===== src/rtl/i2c_target_regs_if.sv =====
// Pin-side and register-file signals of the I2C target, bundled for port hookup.
// The slave modport is the target's view; the master modport is the bus/pad side.
interface i2c_target_regs_if #(
    parameter int unsigned NREGS = 12
);
    logic                 scl_in;
    logic                 sda_in;
    logic                 sda_oe;
    logic [8*NREGS-1:0]   regs;
    logic                 wr_stb;
    logic [3:0]           wr_idx;
    logic                 busy;

    modport slave (
        input  scl_in,
        input  sda_in,
        output sda_oe,
        output regs,
        output wr_stb,
        output wr_idx,
        output busy
    );

    modport master (
        output scl_in,
        output sda_in,
        input  sda_oe,
        input  regs,
        input  wr_stb,
        input  wr_idx,
        input  busy
    );
endinterface


===== src/rtl/i2c_target_regs.sv =====
// I2C target at a fixed 7-bit address with a byte-wide register file.
// SDA is open drain: sda_oe=1 pulls the line low, 0 releases it.
module i2c_target_regs #(
    parameter logic [6:0]  ADDR  = 7'h70,
    parameter int unsigned NREGS = 12
) (
    input  logic              clk,
    input  logic              rst_n,
    i2c_target_regs_if.slave  bus
);

    typedef enum logic [3:0] {
        ST_IDLE,
        ST_ADDR,
        ST_ADDR_ACK,
        ST_SUB,
        ST_SUB_ACK,
        ST_WDATA,
        ST_WDATA_ACK,
        ST_RDATA,
        ST_RACK,
        ST_WAIT
    } state_t;

    logic       scl_s1, scl_s2, scl_s3;
    logic       sda_s1, sda_s2, sda_s3;
    logic       scl_rise, scl_fall, start_det, stop_det;

    state_t     state;
    logic [3:0] bit_cnt;
    logic [7:0] shreg;
    logic [3:0] ptr;
    logic [3:0] ptr_next;
    logic       rw;
    logic       rack_nak;
    logic       sda_oe_q;
    logic       busy_q;
    logic       wr_stb_q;
    logic [3:0] wr_idx_q;
    logic [7:0] mem [NREGS];

    // Two-flop synchronizers plus one history flop for edge detection; idle bus level is 1.
    always_ff @(posedge clk) begin
        if (!rst_n) begin
            scl_s1 <= 1'b1;
            scl_s2 <= 1'b1;
            scl_s3 <= 1'b1;
            sda_s1 <= 1'b1;
            sda_s2 <= 1'b1;
            sda_s3 <= 1'b1;
        end else begin
            scl_s1 <= bus.scl_in;
            scl_s2 <= scl_s1;
            scl_s3 <= scl_s2;
            sda_s1 <= bus.sda_in;
            sda_s2 <= sda_s1;
            sda_s3 <= sda_s2;
        end
    end

    always_comb begin
        scl_rise  = scl_s2 & ~scl_s3;
        scl_fall  = ~scl_s2 & scl_s3;
        start_det = scl_s2 & sda_s3 & ~sda_s2;
        stop_det  = scl_s2 & ~sda_s3 & sda_s2;
        ptr_next  = (ptr == 4'(NREGS - 1)) ? 4'd0 : ptr + 4'd1;
    end

    // Shifting states count rising edges to 8; the byte is acted on at the following
    // falling edge so that sda_oe only ever changes while SCL is low.
    always_ff @(posedge clk) begin
        if (!rst_n) begin
            state    <= ST_IDLE;
            bit_cnt  <= '0;
            shreg    <= '0;
            ptr      <= '0;
            rw       <= 1'b0;
            rack_nak <= 1'b0;
            sda_oe_q <= 1'b0;
            busy_q   <= 1'b0;
            wr_stb_q <= 1'b0;
            wr_idx_q <= '0;
            for (int unsigned i = 0; i < NREGS; i++) begin
                mem[i] <= '0;
            end
        end else begin
            wr_stb_q <= 1'b0;
            if (start_det) begin
                state    <= ST_ADDR;
                bit_cnt  <= '0;
                sda_oe_q <= 1'b0;
                busy_q   <= 1'b1;
            end else if (stop_det) begin
                state    <= ST_IDLE;
                bit_cnt  <= '0;
                sda_oe_q <= 1'b0;
                busy_q   <= 1'b0;
            end else begin
                case (state)
                    ST_ADDR: begin
                        if (scl_rise && bit_cnt != 4'd8) begin
                            shreg   <= {shreg[6:0], sda_s2};
                            bit_cnt <= bit_cnt + 4'd1;
                        end else if (scl_fall && bit_cnt == 4'd8) begin
                            bit_cnt <= '0;
                            if (shreg[7:1] == ADDR) begin
                                rw       <= shreg[0];
                                sda_oe_q <= 1'b1;
                                state    <= ST_ADDR_ACK;
                            end else begin
                                busy_q <= 1'b0;
                                state  <= ST_WAIT;
                            end
                        end
                    end
                    ST_ADDR_ACK: begin
                        if (scl_fall) begin
                            bit_cnt <= '0;
                            if (rw) begin
                                shreg    <= mem[ptr];
                                sda_oe_q <= ~mem[ptr][7];
                                state    <= ST_RDATA;
                            end else begin
                                sda_oe_q <= 1'b0;
                                state    <= ST_SUB;
                            end
                        end
                    end
                    ST_SUB: begin
                        if (scl_rise && bit_cnt != 4'd8) begin
                            shreg   <= {shreg[6:0], sda_s2};
                            bit_cnt <= bit_cnt + 4'd1;
                        end else if (scl_fall && bit_cnt == 4'd8) begin
                            bit_cnt <= '0;
                            if (shreg < 8'(NREGS)) begin
                                ptr      <= shreg[3:0];
                                sda_oe_q <= 1'b1;
                                state    <= ST_SUB_ACK;
                            end else begin
                                busy_q <= 1'b0;
                                state  <= ST_WAIT;
                            end
                        end
                    end
                    ST_SUB_ACK: begin
                        if (scl_fall) begin
                            bit_cnt  <= '0;
                            sda_oe_q <= 1'b0;
                            state    <= ST_WDATA;
                        end
                    end
                    ST_WDATA: begin
                        if (scl_rise && bit_cnt != 4'd8) begin
                            shreg   <= {shreg[6:0], sda_s2};
                            bit_cnt <= bit_cnt + 4'd1;
                        end else if (scl_fall && bit_cnt == 4'd8) begin
                            bit_cnt  <= '0;
                            mem[ptr] <= shreg;
                            wr_stb_q <= 1'b1;
                            wr_idx_q <= ptr;
                            ptr      <= ptr_next;
                            sda_oe_q <= 1'b1;
                            state    <= ST_WDATA_ACK;
                        end
                    end
                    ST_WDATA_ACK: begin
                        if (scl_fall) begin
                            bit_cnt  <= '0;
                            sda_oe_q <= 1'b0;
                            state    <= ST_WDATA;
                        end
                    end
                    ST_RDATA: begin
                        // Bit 7 was driven on entry; each later fall presents the next bit.
                        if (scl_rise && bit_cnt != 4'd8) begin
                            bit_cnt <= bit_cnt + 4'd1;
                        end else if (scl_fall && bit_cnt == 4'd8) begin
                            bit_cnt  <= '0;
                            sda_oe_q <= 1'b0;
                            state    <= ST_RACK;
                        end else if (scl_fall && bit_cnt != 4'd0) begin
                            shreg    <= {shreg[6:0], 1'b0};
                            sda_oe_q <= ~shreg[6];
                        end
                    end
                    ST_RACK: begin
                        if (scl_rise) begin
                            rack_nak <= sda_s2;
                            bit_cnt  <= 4'd1;
                        end else if (scl_fall && bit_cnt != 4'd0) begin
                            bit_cnt <= '0;
                            if (!rack_nak) begin
                                ptr      <= ptr_next;
                                shreg    <= mem[ptr_next];
                                sda_oe_q <= ~mem[ptr_next][7];
                                state    <= ST_RDATA;
                            end else begin
                                busy_q <= 1'b0;
                                state  <= ST_WAIT;
                            end
                        end
                    end
                    ST_WAIT: begin
                        sda_oe_q <= 1'b0;
                    end
                    ST_IDLE: begin
                        sda_oe_q <= 1'b0;
                    end
                    default: begin
                        sda_oe_q <= 1'b0;
                        state    <= ST_IDLE;
                    end
                endcase
            end
        end
    end

    for (genvar g = 0; g < NREGS; g++) begin : g_regs
        assign bus.regs[8*g +: 8] = mem[g];
    end

    assign bus.sda_oe = sda_oe_q;
    assign bus.busy   = busy_q;
    assign bus.wr_stb = wr_stb_q;
    assign bus.wr_idx = wr_idx_q;

endmodule


===== src/flat_wrapper.sv =====
// flat-port wrapper written by rule: the top's interface ports become plain ports
module i2c_target_regs_flat 
#(
    parameter logic [6:0]  ADDR  = 7'h70,
    parameter int unsigned NREGS = 12
)
  (clk, rst_n, bus_scl_in, bus_sda_in, bus_sda_oe, bus_regs, bus_wr_stb, bus_wr_idx, bus_busy);
  i2c_target_regs_if #(.NREGS(NREGS)) bus_i ();
  input  logic clk;
  input  logic rst_n;
  input wire logic [$bits(bus_i.scl_in)-1:0] bus_scl_in;
  input wire logic [$bits(bus_i.sda_in)-1:0] bus_sda_in;
  output wire logic [$bits(bus_i.sda_oe)-1:0] bus_sda_oe;
  output wire logic [$bits(bus_i.regs)-1:0] bus_regs;
  output wire logic [$bits(bus_i.wr_stb)-1:0] bus_wr_stb;
  output wire logic [$bits(bus_i.wr_idx)-1:0] bus_wr_idx;
  output wire logic [$bits(bus_i.busy)-1:0] bus_busy;
  assign bus_i.scl_in = bus_scl_in;
  assign bus_i.sda_in = bus_sda_in;
  assign bus_sda_oe = bus_i.sda_oe;
  assign bus_regs = bus_i.regs;
  assign bus_wr_stb = bus_i.wr_stb;
  assign bus_wr_idx = bus_i.wr_idx;
  assign bus_busy = bus_i.busy;
  i2c_target_regs #(.ADDR(ADDR), .NREGS(NREGS)) u_core (.clk(clk), .rst_n(rst_n), .bus(bus_i));
endmodule

===== config.mk =====
export PLATFORM = sky130hd
export DESIGN_NAME = i2c_target_regs_flat
export DESIGN_NICKNAME = d
export VERILOG_FILES = /design/src/rtl/i2c_target_regs_if.sv /design/src/rtl/i2c_target_regs.sv /design/src/flat_wrapper.sv
export SDC_FILE = /design/constraint.sdc
export NUM_CORES = 1
export LEC_CHECK = 0
export ABC_AREA = 1
export CAP_MARGIN = 20
export CORE_UTILIZATION = 35
export CTS_BUF_LIST = sky130_fd_sc_hd__clkbuf_4
export DETAILED_ROUTE_END_ITERATION = 8
export GPL_TIMING_DRIVEN = 0
export PLACE_DENSITY = 0.61
export SLEW_MARGIN = 10
export SYNTH_ARGS = -nofsm -noshare
export SYNTH_HDL_FRONTEND = slang
export SYNTH_SLANG_ARGS = --single-unit

===== constraint.sdc =====
create_clock -name clk -period 4.1 [get_ports clk]
set_input_delay 0.615 -clock clk [delete_from_list [all_inputs] [get_ports clk]]
set_output_delay 0.615 -clock clk [all_outputs]
set_load 0.05 [all_outputs]

# ---- After elaboration in Yosys (flattened, before gate mapping)
# Memory sizes are Yosys's and may differ from the RTL's. A register that Yosys moved wholly into a read port is not among the register bits.
# Index checks and enable logic that the tools add are counted.
dict set report word_totals {
  out_inout_bits 103
  ramBits 96
  reg_bits 35
  n_memories 1
}
dict set report classes {
  reduce_logical 26
  bitwise_logic 18
  eq_ne 52
  n_lt_le_gt_ge 1
  mux 88
  addsub 2
}
# memory words word_bits rd rd_clocked_by_memory_dff wr line
set mem_list {}
lappend mem_list {u_core.mem 12 8 14 1 12 i2c_target_regs.sv:40} ;# logic [7:0] mem [NREGS];
# op count
set op_table {}
lappend op_table {{$mux 4} 32}
lappend op_table {{$mux 8} 10}
lappend op_table {{$mux 1} 39}
lappend op_table {{$ne 4x1->1 const B} 8}
lappend op_table {{$pmux 4 s8} 1}
lappend op_table {{$pmux 8 s4} 1}
lappend op_table {{$ne 2x1->1 const B} 13}
lappend op_table {{$reduce_and 13->1} 2}
lappend op_table {{$ne 4x2->1 const B} 6}
lappend op_table {{$pmux 4 s3} 2}
lappend op_table {{$eq 4x3->1 const B} 4}
lappend op_table {{$eq 4x4->1 const B} 4}
lappend op_table {{$reduce_and 15->1} 1}
lappend op_table {{$ne 2x2->1 const B} 7}
lappend op_table {{$ne 3x1->1 const B} 4}
lappend op_table {{$not 1->1} 12}
lappend op_table {{$reduce_and 12->1} 1}
lappend op_table {{$reduce_and 11->1} 1}
lappend op_table {{$reduce_and 10->1} 1}
lappend op_table {{$reduce_or 3->1} 3}
lappend op_table {{$add 4x1->4 const B} 2}
lappend op_table {{$eq 4x2->1 const B} 2}
lappend op_table {{$lt 8x4->1 const B} 1}
lappend op_table {{$ne 4x4->1 const B} 2}
lappend op_table {{other kinds (17)} 28}

# ---- Depth between registers and ports, before layout
# Gate-level depths: netlist of the first run.
dict set report depth {
  ltp_word 12
  mapped_depth 14
  depth_no_buf 14
}

# ---- Least setup slack after synthesis of the first run
# Ideal clock, no wire load.
dict set report synth_path {
  kind {reg-to-reg}
  from {register u_core.bit_cnt[0]}
  to {memory u_core.mem[15][0] (enable)}
  path_stages_with_launch 9
  t_required_ns 3.717
  path_slack_ns 1.935
  setup_time_ns 0.383
  n_path_buf 0
  t_arrival_ns 1.781
  synth_period_minus_slack_ns 2.165
  path_cell_list {dfxtp_1 > inv_1 > ha_1 > nand3_1 > nor2_2 > inv_2 > nor3_4 > inv_1 > nor3_1}
}
# element line
set synth_rtl {}
lappend synth_rtl {{from (decl)} i2c_target_regs.sv:30} ;# logic [3:0] bit_cnt;
lappend synth_rtl {{from (signal assigned)} i2c_target_regs.sv:103} ;# bit_cnt <= bit_cnt + 4'd1;
lappend synth_rtl {{from (signal assigned)} i2c_target_regs.sv:132} ;# bit_cnt <= bit_cnt + 4'd1;
lappend synth_rtl {{from (signal assigned)} i2c_target_regs.sv:155} ;# bit_cnt <= bit_cnt + 4'd1;
lappend synth_rtl {{to (decl)} i2c_target_regs.sv:40}

# ---- Worst setup path in the final report of the first run
dict set report layout_path {
  from {register u_core.ptr[0]}
  to {register u_core.shreg[3]}
}
dict set report layout_via {
  elab_chain_len 7
  word_cells_on_any_way 8
}
# element line
set layout_rtl {}
lappend layout_rtl {{from (decl)} i2c_target_regs.sv:32} ;# logic [3:0] ptr;
lappend layout_rtl {{from (signal assigned)} i2c_target_regs.sv:136} ;# ptr <= shreg[3:0];
lappend layout_rtl {{from (signal assigned)} i2c_target_regs.sv:161} ;# ptr <= ptr_next;
lappend layout_rtl {{from (signal assigned)} i2c_target_regs.sv:193} ;# ptr <= ptr_next;
lappend layout_rtl {{$add 4x1->4 / $eq 4x4->1 (equally long branches)} i2c_target_regs.sv:66} ;# ptr_next = (ptr == 4'(NREGS - 1)) ? 4'd0 : ptr + 4'd1;
lappend layout_rtl {{$mux 4 *} i2c_target_regs.sv:66}
lappend layout_rtl {{$mem_v2 12x8 *} -}
lappend layout_rtl {{$mux 8 *} i2c_target_regs.sv:192} ;# if (!rack_nak) begin
lappend layout_rtl {{$mux 8 *} i2c_target_regs.sv:190} ;# end else if (scl_fall && bit_cnt != 4'd0) begin
lappend layout_rtl {{$mux 8 *} i2c_target_regs.sv:187} ;# if (scl_rise) begin
lappend layout_rtl {{$pmux 8 s4 *} i2c_target_regs.sv:99} ;# case (state)
lappend layout_rtl {{to (signal assigned)} i2c_target_regs.sv:102} ;# shreg <= {shreg[6:0], sda_s2};
lappend layout_rtl {{to (signal assigned)} i2c_target_regs.sv:182} ;# shreg <= {shreg[6:0], 1'b0};
lappend layout_rtl {{to (signal assigned)} i2c_target_regs.sv:194} ;# shreg <= mem[ptr_next];
lappend layout_rtl {{to (decl)} i2c_target_regs.sv:31} ;# logic [7:0] shreg;
# Every way passes the cells marked *; elsewhere a longest branch is shown, timed or not. The select of a mux whose other input is x is not followed.
# A chain may end at the register's enable or synchronous reset.

==> flow_summary.ini, run 1 <==
[die]
start_util_pct = 35.7
die_h_um = 162
die_w_um = 162
fp-row-count = 58
io_pins = 107
coreArea_um2 = 25200
die_area_um2 = 26300

[pwr]
power.density_nw_per_um2 = 605
total_power_mw = 6.53
ir_worst_vdd_mv = 0.251
internal_power_mw = 3.30
power_frac_clock_pct = 17.3
power_switching_mw = 3.23
pwr-share-comb_pct = 50.8
pwr-share-seq_pct = 31.9
p_sw_share_pct = 49.5
power_leakage_nw = 3.99

[placement]
hpwlAfterDp_um = 26200
gp_congestion = 1.05
numPortBuffers = 106

[final_layout]
postLayoutCoreUtil_pct = 42.9
layout_common_cells = nor2_1, nand2_1, nand3_1
drive_above_1_share_pct = 6.89
fillers = 2535
multi_input_comb_area_um2 = 3670
nNetsFinal = 1245
area_growth_pct = 20.1
seqCellArea_um2 = 4620
final_common_cell = nor2_1

[global_routing]
grt_pass1_vias = 8433
grt_use_met1_pct = 36.1
antenna_found_initial = 1
grt_max_degree = 18
grt_pass1_wl_um = 51500
grt_util_met3_pct = 5.06
grt_util_all_layers_pct = 26.6
grt.overflow.total = 0
top_usage_layer = met2
met2_usage_pct = 40.8

[sta]
post-route-min-period_ns = 3.02
setup_viol = 0
setup_tns_ns = 0
rsz0062_at_grt = false
worst_slew_pin_slew_ns = 0.873
finalMaxSlewViolations = 0
max_freq_ghz = 0.331
min_period_over_period_pct = 73.7
clock_skew_ns = 0.0378
hold_viol_final = 0
slew_headroom_pct = 41.6

[route]
drt_iter0_markers = 1349
firstDrtPassIters = 6
avgViaCountPerCell = 5.60
drt_wl_total_um = 34700
antenna_left = 0
drcViolationCount = 0
wire_per_inst_um = 22.0
vias = 8838

[clocking]
post_cts_resized = 0
insertion_delay_ns = 0.62
cts-buffers-inserted = 17
cts_sinks = 167
ctsHtreeMaxLevel = 4
cts_buffer_depth = 2
root_buffer = clkbuf_4
post_cts_buffers = 0
clk_pin_slew_worst_paths_ns = 0.15
cts_tree = yes
cts-hold-fix-buffers = 0

[critical_path]
crit_path_top_delay_cell = clkbuf_1
path_cells = inv_1 -> clkbuf_1 -> ha_1 -> clkbuf_1 -> clkbuf_1 -> o211ai_1 -> nand3_1 -> nand3_1 -> nand3_1 -> a21oi_1
worst_ep_arrival_time_ns = 3.53
slowest_delay_ns = 0.52
cp-start-kind = register
critPathKind = register to register
path_buf_inv = 4
cp_top_family = buffers and inverters
worstPathRequired_ns = 4.61
crit_path_end_kind = register
cp_max_fo = 11
cp-startpoint = u_core.ptr[0]
worstReg2RegStart = u_core.ptr[0]

[hold_path]
min_from = u_core.sda_s1
hold_class = register to register

[yosys]
syn_area_um2 = 9000
yosys-top-cells-area = edfxtp_1, dfxtp_1, nand3_1
synth_edf_count = 128
synthFlopType = edfxtp_1
syn_inst = 1110
syn-num-nets = 1120
ys_seq_elements = 167
synth_area_leader_cell = edfxtp_1
synthArstFlopShare_pct = 0
ys_types = 36
yosysSeqAreaShare_pct = 51.4
synth_top_area_share_pct = 42.7
yosysWarnings = 0
avgSynthCellArea_um2 = 8.10

[flow_run]
max_cap_viol_count = 0

[run_status]
status = finished, final reports clean
-- routing by layer --
layer | wire (um) | share of wire [%]
met1 | 14700 | 42
met4 | 1500 | 4.3
met5 | 0 | 0
met3 | 3000 | 8.6
met2 | 15500 | 45
-- sequential cells by signal, indices dropped and copies added (netlist names), named ones only --
name               cells
u_core.bit_cnt         4
u_core.bus.busy        1
u_core.bus.sda_oe      1
u_core.bus.wr_idx      4
u_core.bus.wr_stb      1
u_core.mem           128
u_core.ptr             4
u_core.rack_nak        1
u_core.rw              1
u_core.scl_s1          1
u_core.scl_s2          1
u_core.scl_s3          1
u_core.sda_s1          1
u_core.sda_s2          1
u_core.sda_s3          1
u_core.shreg           8
u_core.state           4
-- power by group through the flow --
| stage | Clock, mW | Sequential [mW] | Combinational (mW) |
|---|---|---|---|
| 3_5_place_dp | 0 | 2.12 | 3.19 |
| 2_1_floorplan | 0 | 2.20 | 1.94 |
| 6_report | 1.13 | 2.08 | 3.32 |
| 3_3_place_gp | 0 | 2.12 | 3.16 |
| 5_1_grt | 1.18 | 2.09 | 3.53 |
| 4_1_cts | 1.13 | 2.08 | 3.20 |
-- layout make-up --
| class | count | share of cell area (%) |
|---|---|---|
| Clock buffer | 18 | 1.25 |
| Multi-Input combinational cell | 764 | 34.0 |
| Inverter | 118 | 4.12 |
| Tap cell | 330 | 3.82 |
| Antenna cell | 1 | 0.0232 |
| Sequential cell | 167 | 42.8 |
| Buffer | 61 | 2.43 |
| Timing Repair Buffer | 106 | 9.82 |
| Clock inverter | 14 | 1.74 |
-- worst reg2reg max path, delay by kind of cell (launching register included) --
kind            cells  cell delay (ns)
simple gates        3             0.46
compound gates      2             0.27
buf+inv             4             1.55
flops               1             0.36
fa+ha+maj           1             0.30
-- cell families (layout without fill, tap and decap cells) --
kind of cell / Yosys count / after routing / share of synthesized area (%)
adders and majority gates: 6 / 6 / 0.834
DFF: 167 / 167 / 51.4
and+or+nand+nor: 514 / 514 / 25.1
AOI/OAI and AO/OA: 243 / 243 / 14.7
other: 0 / 1 / 0
xor gates and xnor gates: 1 / 1 / 0.0974
buffers and inverters: 179 / 317 / 7.87
-- cells in the mapped netlist, types with 11 or more instances --
cell,n
o211ai_1,31
nor3_1,11
inv_2,11
dfxtp_1,39
inv_1,104
a21oi_1,73
nand2_1,150
edfxtp_1,128
buf_2,15
o21ai_0,124
nor2_1,173
clkbuf_1,36
nand3_1,149
-- worst paths after layout --
kind	cells after the start	slack (ns)	to
setup reg to reg	10	1.08	u_core.shreg[3]
hold / removal	1	0.44	u_core.sda_s2
setup / recovery	10	1.08	u_core.shreg[3]
hold reg to reg	1	0.44	u_core.sda_s2
-- through the flow --
step | setup WS [ns] | std cells | hold slack (ns) | instance area (um2)
floorplan | 1.94 | 1110 | 0.393 | 9000
global placement | 0.594 | 1546 | 0.394 | 10500
detailed placement | 0.843 | 1546 | 0.402 | 10500
CTS | 1.15 | 1578 | 0.438 | 10800
global route | 0.881 | 1579 | 0.463 | 10800
finish | 1.08 | 1579 | 0.437 | 10800
No activity file was read; power rests on OpenSTA's default activity.
==> run 2: changes to the inputs <==
Clock period 4.1 ns to 2.8 ns, I/O delays scaled along.
==> flow_summary.ini, run 2 (synthesis gave the netlist of run 1 again) <==
[run_status]
status = finished, final reports clean

[pwr]
power_frac_clock_pct = 17.1
p_sw_share_pct = 49.4
power_switching_mw = 4.73
internal_power_mw = 4.84
power_leakage_nw = 4.01
pwr-share-seq_pct = 31.9
ir_worst_vdd_mv = 0.368
power.density_nw_per_um2 = 884
pwr-share-comb_pct = 51.0

[clocking]
insertion_delay_ns = 0.62
cts-buffers-inserted = 17
cts_tree = yes
cts_buffer_depth = 2
cts-hold-fix-buffers = 0
clk_pin_slew_worst_paths_ns = 0.15
cts_sinks = 167
post_cts_buffers = 0
root_buffer = clkbuf_4
ctsHtreeMaxLevel = 4

[global_routing]
grt_pass1_wl_um = 51500
met2_usage_pct = 40.8
antenna_found_initial = 1
grt.overflow.total = 0
grt_util_met3_pct = 5.06
grt_use_met1_pct = 36.1
grt_util_all_layers_pct = 26.6
grt_pass1_vias = 8433
top_usage_layer = met2
grt_max_degree = 18

[final_layout]
largest_reg_flops = 128
drive_above_1_share_pct = 7.85
nNetsFinal = 1245
fillers = 2530
layout_common_cells = nor2_1, nand3_1, nand2_1
postLayoutCoreUtil_pct = 43.0
fin_cells = 1579
regMostFlops = u_core.mem
top_regs = u_core.mem x128, u_core.shreg x8
area_growth_pct = 20.3
final_common_cell = nor2_1

[sta]
finalMaxSlewViolations = 0
setup_tns_ns = 0
worst_slew_pin_slew_ns = 0.871
clock_skew_ns = 0.0406
min_period_over_period_pct = 95.3
setup_ws_ns = 0.130
post-route-min-period_ns = 2.67
hold_viol_final = 0
rsz0062_at_grt = false
setup_viol = 0
slew_headroom_pct = 42.0
max_freq_ghz = 0.375

[critical_path]
worst_ep_arrival_time_ns = 3.17
worstPathRequired_ns = 3.30
cp-start-kind = register
cp_max_fo = 10
crit_path_end_kind = register
critPathKind = register to register

[route]
drt_wl_total_um = 34800
avgViaCountPerCell = 5.57
vias = 8796
wire_per_inst_um = 22.0
drt_iter0_markers = 1319
antenna_left = 0
firstDrtPassIters = 6
drcViolationCount = 0

[flow_run]
max_cap_viol_count = 0

[placement]
gp_congestion = 1.05
numPortBuffers = 106
hpwlAfterDp_um = 26200
dp_slack_ns = -0.262
place_inst = 1546

[die]
die_w_um = 162
die_h_um = 162
io_pins = 107
die_area_um2 = 26300
start_util_pct = 35.7
coreArea_um2 = 25200
fp-row-count = 58

[hold_path]
hold_class = input pin to register
[run 2: cell counts in the layout (fill, tap and decap cells not counted)]
Identical to the previous run, type by type.
[run 2: power by group through the flow]
stage	registers [mW]	logic, mW	clock network [mW]
6_report	3.05	4.88	1.64
3_5_place_dp	3.10	4.67	0
5_1_grt	3.07	5.19	1.73
3_3_place_gp	3.10	4.63	0
2_1_floorplan	3.22	2.84	0
4_1_cts	3.04	4.70	1.65
[run 2: path summary, 6_finish.rpt]
kind / endpoint / slack [ns] / cells after the start / startpoint
min: u_core.scl_s1 / 0.38 / 2 / bus_scl_in
max reg2reg: u_core.shreg[5] / 0.13 / 10 / u_core.ptr[0]
min reg2reg: u_core.sda_s2 / 0.44 / 1 / u_core.sda_s1
max: u_core.shreg[5] / 0.13 / 10 / u_core.ptr[0]
[run 2: metal layers]
layer  wire [um]  vias to the layer above
met3        3170                       90
met4        1380                        0
met2       15600                      499
met1       14700                     4182
met5           0                        -
li1            -                     4025
[run 2: layout make-up]
class                   instances  area (um2)  area share [%]
diodes                          1        2.50          0.0231
plain buffers                  61         269            2.49
clock buffers                  18         135            1.25
clock inverters                14         188            1.73
inverters                     118         445            4.12
multi-input cells             764        3690            34.1
flip-flops and latches        167        4620            42.7
well taps                     330         413            3.81
repair buffers                106        1060            9.80
[run 2: per-stage QoR]
step / hold WS [ns] / instance area (um2) / total power [mW]
2_1_floorplan: 0.393 / 9000 / 6.05
3_3_place_gp: 0.394 / 10500 / 7.73
3_5_place_dp: 0.402 / 10500 / 7.77
4_1_cts: 0.354 / 10800 / 9.39
5_1_grt: 0.334 / 10800 / 9.98
6_report: 0.377 / 10800 / 9.57
[run 2: worst max-delay path, stage by stage, from the launching register on]
cell and delay, ns:
dfxtp_1 0.37, ha_1 0.22, inv_1 0.16, nor3_1 0.10, a21oi_2 0.40, clkinv_1 0.42, buf_2 0.35, nand3_1 0.19
nand3_1 0.17, nand3_1 0.12, a21oi_1 0.07
[run 2: timing repair]
| action | CTS | global route |
|---|---|---|
| gates cloned | 0 | 0 |
| gates resized for setup | 3 | 11 |
| setup endpoints to repair | 6 | 44 |
==> RTL edit: new RTL, settings of run 2 <==
Encoding of `state_t`: now one-hot (10 bits for 10 states).
--- a/src/rtl/i2c_target_regs.sv
+++ b/src/rtl/i2c_target_regs.sv
@@ -9,17 +9,17 @@
     i2c_target_regs_if.slave  bus
 );
 
-    typedef enum logic [3:0] {
-        ST_IDLE,
-        ST_ADDR,
-        ST_ADDR_ACK,
-        ST_SUB,
-        ST_SUB_ACK,
-        ST_WDATA,
-        ST_WDATA_ACK,
-        ST_RDATA,
-        ST_RACK,
-        ST_WAIT
+    typedef enum logic [9:0] {
+        ST_IDLE      = 10'b0000000001,
+        ST_ADDR      = 10'b0000000010,
+        ST_ADDR_ACK  = 10'b0000000100,
+        ST_SUB       = 10'b0000001000,
+        ST_SUB_ACK   = 10'b0000010000,
+        ST_WDATA     = 10'b0000100000,
+        ST_WDATA_ACK = 10'b0001000000,
+        ST_RDATA     = 10'b0010000000,
+        ST_RACK      = 10'b0100000000,
+        ST_WAIT      = 10'b1000000000
     } state_t;
 
     logic       scl_s1, scl_s2, scl_s3;
Function: no difference found for any inputs over 4 cycles, from zero or initial values and one cycle with rst_n low; so few cycles prove little.
==> RTL edit against run 2 <==
  * Die area up 8.4%
  * Wire length increased by 10%
  * Final area rose by 9.0%
  * Power is 23% lower
  * Area after synthesis increased by 8.5%
  * Core utilization grew 0.42 points
  * Largest cell class unchanged
  * Final cell count up 7.4%
  * Hold slack got worse by 0.019 ns
  * Worst setup slack worse by 0.033 ns
  * Sequential cell count up 6
  * Critical path type unchanged
  * Fmax is 1.2% lower
  * Combinational power is 44% lower
  * Clock skew increased by 0.0071 ns
==> RTL edit: results (changes against run 2) <==
Placed Instance Area=11,300 sq um (was 10,500 sq um); drt first pass iters=8 (was 6); Yosys cell types=41 (was 36); Final Routed Wirelength=38.3 mm (was 34.8 mm); Setup WS pre-CTS=-1.17 ns (was -0.262 ns); most common library cells after synthesis=nor2_1, nand3_1, nand2_1 (was nor2_1, nand2_1, nand3_1); sequential area share after synthesis=48.6% (was 51.4%); Leak=4.44 nW (was 4.01 nW); nets@finish=1,320 (was 1,245); largest registers=u_core.mem x128, u_core.state x10, u_core.shreg x8 (was u_core.mem x128, u_core.shreg x8); status=complete, no violations (unchanged); xor/xnor cell area share of the yosys netlist=0.180% (was 0.0974%); Via density=5.58 (was 5.57); Clk Latency, worst-skew pair=0.64 ns (was 0.62 ns); WL per Instance=22.6 um (was 22.0 um); vias in the first global route=8,866 (was 8,433); Max VDD drop=273 uV (was 368 uV); CP max FO=11 (was 10); cells taking the most area after synthesis=edfxtp_1, dfxtp_1, nand3_1 (unchanged); DP HPWL=29.3 mm (was 26.2 mm); Relative slew margins=38.1% (was 42.0%); first-pass GRT wire length=55.9 mm (was 51.5 mm); worst clock skew=0.0477 ns (was 0.0406 ns); ratio of cells with drive above 1 in the final layout=10.8% (was 7.85%); GRT Resource Usage Total=27.1% (was 26.6%)
-- RTL edit: cell families (layout without fill, tap and decap cells) --
kind of cell	Yosys count	count (layout)
buffers and inverters	201	344
other	0	1
AND/OR/NAND/NOR	517	517
adder cells (fa/ha/maj)	6	6
XOR/XNOR	2	2
AO/OA/AOI/OAI	281	281
flip-flops	173	173
-- RTL edit: repair_timing --
item                                    4_1_cts  5_1_grt
buffers inserted                              0        4
pin swaps                                     1        1
gates resized for setup                      32       18
endpoints found under the setup margin       91      128
hold endpoints to repair                      0        0
-- RTL edit: critical path: stages (launching register included) --
cell      delay [ns]
dfxtp_4         0.44
buf_6           0.17
clkinv_2        0.12
clkbuf_8        0.21
ha_4            0.33
inv_2           0.11
buf_4           0.22
a21oi_1         0.12
o21ai_0         0.22
o211ai_1        0.18
nand3_1         0.13
nand3_1         0.10
nand2_1         0.07
a21oi_1         0.13
nor2_1          0.05
-- RTL edit: metrics by stage --
stage	power (mW)	setup TNS [ns]	util, %
finish	7.41	0	43.4
global route	7.71	-0.0706	43.4
CTS	7.30	0	42.9
detailed placement	5.71	-19.02	41.6
global placement	5.70	-22.51	41.5
floorplan	4.80	0	-
-- RTL edit: report_power, final --
| group | internal (mW) | total, mW | switching (mW) |
|---|---|---|---|
| Clock | 0.504 | 1.60 | 1.10 |
| Combinational | 0.784 | 2.74 | 1.96 |
| Sequential | 2.89 | 3.07 | 0.176 |
| Total | 4.18 | 7.41 | 3.23 |
-- RTL edit: worst paths after layout --
kind | cells past startpoint | slack [ns] | end
max | 14 | 0.1 | u_core.shreg[1]$_SDFFE_PN0P_
min | 2 | 0.36 | u_core.scl_s1$_SDFF_PN1_
max reg2reg | 14 | 0.1 | u_core.shreg[1]$_SDFFE_PN0P_
min reg2reg | 1 | 0.43 | u_core.sda_s2$_SDFF_PN1_
-- RTL edit: area by class of cell --
type / count / area [sq um]
multi-input combinational: 806 / 4280
tap: 372 / 465
antenna: 1 / 2.50
timing repair buffer: 111 / 1100
clock buffer: 18 / 135
inverter: 138 / 541
fill: 2784 / 15400
clock inverter: 14 / 161
buffer: 63 / 363
sequential: 173 / 4750
-- RTL edit: layer usage --
| layer | up-vias | global-route usage (%) | share of wire [%] |
|---|---|---|---|
| met4 | 0 | 9.64 | 2.4 |
| met2 | 525 | 41.6 | 45 |
| met5 | - | 0 | 0 |
| met1 | 4581 | 37.4 | 43 |
| met3 | 58 | 5.96 | 9.4 |
| li1 | 4303 | - | - |
